--- src/rtl/quad_decoder.sv ---
// quad_decoder: 2-FF sync, tick-rate glitch filter and
// 4x quadrature decode into a wrapping position count.
module quad_decoder #(
  parameter int CNT_WIDTH  = 16,
  parameter int FILTER_LEN = 4
) (
  input  logic                 clk_in,
  input  logic                 rst,
  input  logic                 sample_en,
  input  logic                 enc_a,
  input  logic                 enc_b,
  input  logic                 zero,
  input  logic                 err_clr,
  output logic [CNT_WIDTH-1:0] position,
  output logic                 dir,
  output logic                 step,
  output logic                 err,
  output logic                 valid
);

  localparam logic [3:0] FL = 4'(FILTER_LEN);
  localparam logic [CNT_WIDTH-1:0] ONE = 1;

  typedef enum logic {S_INIT, S_RUN} state_e;
  state_e state_q, state_d;

  logic [1:0] s1_q, s2_q;
  logic [1:0] cand_q, cand_d;
  logic [3:0] mcnt_q, mcnt_d, mcnt_nx;
  logic [3:0] fa_q, fa_d, fb_q, fb_d;
  logic [1:0] filt_q, filt_d, prev_q, prev_d;
  logic [CNT_WIDTH-1:0] pos_q, pos_d;
  logic dir_q, dir_d;
  logic step_q, step_d;
  logic err_q, err_d;
  logic init_act, run_act, qual_hit;
  logic fwd, rev, ill;
  logic [1:0] idx_new, idx_old, delta;

  // returns {filtered bit, counter}
  function automatic logic [4:0] filt_step(
    logic s, logic f, logic [3:0] c
  );
    logic [3:0] n;
    n = 4'(c + 4'd1);
    if (s == f) return {f, 4'd0};
    if (n == FL) return {s, 4'd0};
    return {f, n};
  endfunction

  // 00,10,11,01 -> 0,1,2,3
  function automatic logic [1:0] gray_idx(logic [1:0] v);
    return {v[0], v[1] ^ v[0]};
  endfunction

  always_ff @(posedge clk_in) begin
    if (rst) begin
      s1_q <= '0;
      s2_q <= '0;
    end else begin
      s1_q <= {enc_a, enc_b};
      s2_q <= s1_q;
    end
  end

  always_ff @(posedge clk_in) begin
    if (rst) state_q <= S_INIT;
    else     state_q <= state_d;
  end

  always_comb begin
    state_d = state_q;
    if (state_q == S_INIT && sample_en && qual_hit)
      state_d = S_RUN;
  end

  always_comb begin
    init_act = (state_q == S_INIT);
    run_act  = (state_q == S_RUN);
    valid    = run_act;
  end

  always_comb begin
    if (s2_q == cand_q) mcnt_nx = 4'(mcnt_q + 4'd1);
    else                mcnt_nx = 4'd1;
    qual_hit = (mcnt_nx == FL);
    cand_d = cand_q;
    mcnt_d = mcnt_q;
    if (init_act && sample_en) begin
      cand_d = s2_q;
      mcnt_d = mcnt_nx;
    end
  end

  always_comb begin
    filt_d = filt_q;
    fa_d   = fa_q;
    fb_d   = fb_q;
    if (init_act && sample_en && qual_hit) begin
      filt_d = s2_q;
    end else if (run_act && sample_en) begin
      {filt_d[1], fa_d} = filt_step(s2_q[1], filt_q[1], fa_q);
      {filt_d[0], fb_d} = filt_step(s2_q[0], filt_q[0], fb_q);
    end
    // prev tracks filt on entry so RUN starts with no change
    prev_d = run_act ? filt_q : filt_d;
  end

  always_comb begin
    idx_new = gray_idx(filt_q);
    idx_old = gray_idx(prev_q);
    delta   = 2'(idx_new - idx_old);
    fwd = run_act && (delta == 2'd1);
    rev = run_act && (delta == 2'd3);
    ill = run_act && (delta == 2'd2);
  end

  always_comb begin
    pos_d  = pos_q;
    dir_d  = dir_q;
    step_d = 1'b0;
    err_d  = ill | (err_q & ~err_clr);
    if (zero) begin
      pos_d = '0;
    end else begin
      unique case (1'b1)
        fwd: begin
          pos_d  = pos_q + ONE;
          dir_d  = 1'b1;
          step_d = 1'b1;
        end
        rev: begin
          pos_d  = pos_q - ONE;
          dir_d  = 1'b0;
          step_d = 1'b1;
        end
        default: ;
      endcase
    end
  end

  always_ff @(posedge clk_in) begin
    if (rst) begin
      cand_q <= '0;
      mcnt_q <= '0;
      fa_q   <= '0;
      fb_q   <= '0;
      filt_q <= '0;
      prev_q <= '0;
      pos_q  <= '0;
      dir_q  <= 1'b0;
      step_q <= 1'b0;
      err_q  <= 1'b0;
    end else begin
      cand_q <= cand_d;
      mcnt_q <= mcnt_d;
      fa_q   <= fa_d;
      fb_q   <= fb_d;
      filt_q <= filt_d;
      prev_q <= prev_d;
      pos_q  <= pos_d;
      dir_q  <= dir_d;
      step_q <= step_d;
      err_q  <= err_d;
    end
  end

  assign position = pos_q;
  assign dir      = dir_q;
  assign step     = step_q;
  assign err      = err_q;

endmodule

--- config.mk ---
export PLATFORM = sky130hd
export DESIGN_NAME = quad_decoder
export DESIGN_NICKNAME = d
export VERILOG_FILES = /design/src/rtl/quad_decoder.sv
export SDC_FILE = /design/constraint.sdc
export NUM_CORES = 1
export LEC_CHECK = 0
export CAP_MARGIN = 20
export CORE_ASPECT_RATIO = 1.4
export CORE_MARGIN = 2
export CORE_UTILIZATION = 60
export DETAILED_ROUTE_END_ITERATION = 7
export PLACE_DENSITY = 0.91
export SLEW_MARGIN = 5
export SYNTH_ARGS = -nofsm -noshare
export SYNTH_HDL_FRONTEND = slang
export SYNTH_SLANG_ARGS = --single-unit
--- constraint.sdc ---
create_clock -name clk_in -period 8.8 [get_ports clk_in]
set_clock_uncertainty 0.2 [all_clocks]
set_input_delay 1.76 -clock clk_in [delete_from_list [all_inputs] [get_ports clk_in]]
set_output_delay 1.76 -clock clk_in [all_outputs]
set_load 0.005 [all_outputs]
==> impl_metrics.toml <==
[timing]
drv_slew = 0
timing.final.ws_setup_ns = 4.47
timing.hold.ws_ns = 0.254
tightest_slew_ns = 0.728
tns_ns = 0
rsz0062_at_grt = "false"
setup_viol = 0
maxSlewHeadroom_pct = 51.3
finalCriticalPeriod_ns = 4.33
finalHoldViolCount = 0
max_freq_mhz = 231
min_period_over_period_pct = 49.2

[synthesis]
syn-num-nets = 314
synth_top_cell_by_area = "dfxtp_1"
async_flop_share_pct = 0
synth_cell_types = 45
synth_area_mm2 = 0.00241
synth_edf_count = 0
synth.most_common_cell = "dfxtp_1"
synth_warnings = 0
synth_area_leaders = "dfxtp_1 35%, ha_1 10%, a21oi_1 5.2%"
synth-seq-area-share_pct = 34.8
synth_area_per_cell_um2 = 8.44
synth_seq_cells = 42
synth_ff_type = "dfxtp_1"
netlist_instances = 286
synth.top_cell.area_share_pct = 34.8
synth_common_cells = "42 x dfxtp_1, 31 x nand2_1, 25 x a21oi_1, 25 x nor2_1, 20 x ha_1"

[grt]
grtUsageTotal_pct = 24.6
grt_first_pass_wirelength_um = 8850
gr-total-overflow = 0
antenna_found_initial = 0
grt_max_degree = 28
grt_pass1_vias = 2065

[worst_setup_path]
crit_type = "reg -> reg"
cp-end-kind = "register"
required_ns = 8.80
r2r-start = "filt_q[0]"
critPathMaxFanout = 16
crit_start = "filt_q[0]"
slowest_delay_ns = 0.65
cp-start-kind = "register"
path_buf_inv = 0
crit_slowest_cell = "and2_1"
cp_top_family = "simple AND/OR/NAND/NOR gates"
cp_cell_sequence = "xnor2_1 > ha_1 > nor2_1 > and2_1 > ha_1 > a211oi_1 > o21bai_1 > a41oi_1 > nor2_1 > or3_1 > a32o_1"
cp.arrival_ns = 4.33

[cts]
ctsRootBufferMaster = "clkbuf_8"
ctsHtreeMaxLevel = 2
cts_buffers = 5
cts_setup_buffers = 0
postCtsResizedCells = 0
worst_skew_pair.late_latency_ns = 0.30
clk_path_buf_depth = 2
clock_sinks = 42
cts_tree = "built"
cts_hold_buf = 0
clkTransAtPathRegs_ns = 0.09

[floorplan]
die_w_um = 57.6
die_area_mm2 = 0.00456
rows = 27
fp.coreArea_mm2 = 0.00388
ios = 27
die_y_um = 79.1
initial_utilization_pct = 62.2

[placement]
io_buffers = 26
post-place-cells = 346
dp_hpwl_um = 3800
place.gp.congestion = 0.901
pre_cts_slack_ns = 4.47

[power]
ir_worst_vdd_v = 0.000141
p_leak_nw = 1.17
p_per_area_mw_per_mm2 = 128

[run_status]
status = "finished clean"

[finish]
fill_cells = 304
area_growth_pct = 16.3
fin_cells = 354
antenna_cells = 0
drive_gt1_share_pct = 3.22
layout.nets = 338

[worst_hold_path]
hold_path_startpoint = "s1_q[0]"
hp-class = "reg -> reg"

[detailed_routing]
wirelength_um = 5060
first_pass_iters = 4
drtIter0Drc = 77
drc = 0
ant_nets = 0
via_count = 2115
vias_per_cell = 5.97
drt-wirelength-per-cell_um = 14.3

[job]
timing.max_cap.violations = 0
[flip-flops by register name (all words and copies together), names as in the netlist]
register and count:
filt_q 2, s1_q 2, fb_q 4, err 1
position 16, cand_q 2, fa_q 4, step 1
dir 1, valid 1, mcnt_q 4, prev_q 2
s2_q 2
[metal layers]
metal	part of all wire (%)	global-route usage, %	up-vias
met5	0	0	-
met4	2.7	13.0	0
met3	4.2	4.40	14
met2	52	42.3	56
met1	41	28.4	970
li1	-	-	1075
[cells in the final DEF, fill, tap and decap left out, types with 2 or more instances in the layout]
master	instances
and2_1	2
clkbuf_8	5
xor2_1	10
a211oi_1	7
clkdlybuf4s50_1	26
ha_1	20
a211o_1	2
and3_1	3
nor3b_1	3
a22o_1	2
o21bai_1	5
a21oi_1	25
o21ai_0	17
o22ai_1	2
nor2b_1	5
nand2b_1	3
a21o_1	5
a2111oi_0	2
xnor2_1	12
nor3_1	5
nand2_1	31
dfxtp_1	42
nand3_1	5
nand3b_1	4
nor2_1	25
o211ai_1	2
nand4_1	4
a31oi_1	4
inv_1	6
mux2i_1	6
o21a_1	2
[metrics by stage]
stage               power, mW  cell area [µm²]  util [%]
floorplan               0.206             2410         -
global placement        0.211             2700      69.5
detailed placement      0.212             2700      69.5
CTS                     0.362             2810      72.3
global route            0.370             2810      72.3
finish                  0.359             2810      72.3
[path summary, 6_finish.rpt]
check / to / slack [ns] / depth (start not counted)
hold / removal: s2_q[0] / 0.25 / 1
hold reg to reg: s2_q[0] / 0.25 / 1
setup reg to reg: position[14] / 4.47 / 11
setup / recovery: position[14] / 4.47 / 11
[power breakdown]
group | internal (mW) | switching [mW] | leakage (nW)
combinational | 0.00608 | 0.00753 | 0.775
clock | 0.0847 | 0.0675 | 0.0514
sequential | 0.192 | 0.00173 | 0.340
[final cells by class]
class | instances | area, µm² | share of cell area [%]
sequential | 42 | 841 | 29.9
multi-input combinational | 228 | 1510 | 53.9
inverter | 6 | 22.5 | 0.802
timing repair buffer | 27 | 268 | 9.53
clock buffer | 6 | 72.6 | 2.58
clock inverter | 2 | 37.5 | 1.34
tap | 43 | 53.8 | 1.92
[cell families (layout without fill, tap and decap cells)]
family,Yosys count,in the layout,synth area share (%)
and+or+nand+nor,96,96,19.2
DFF,42,42,34.8
muxes,6,6,2.49
AOI/OAI and AO/OA,83,83,21.8
xor gates and xnor gates,22,22,7.98
adders and majority gates,21,21,11.2
buffers and inverters,16,41,2.49
(Power assumes the default switching activity.)
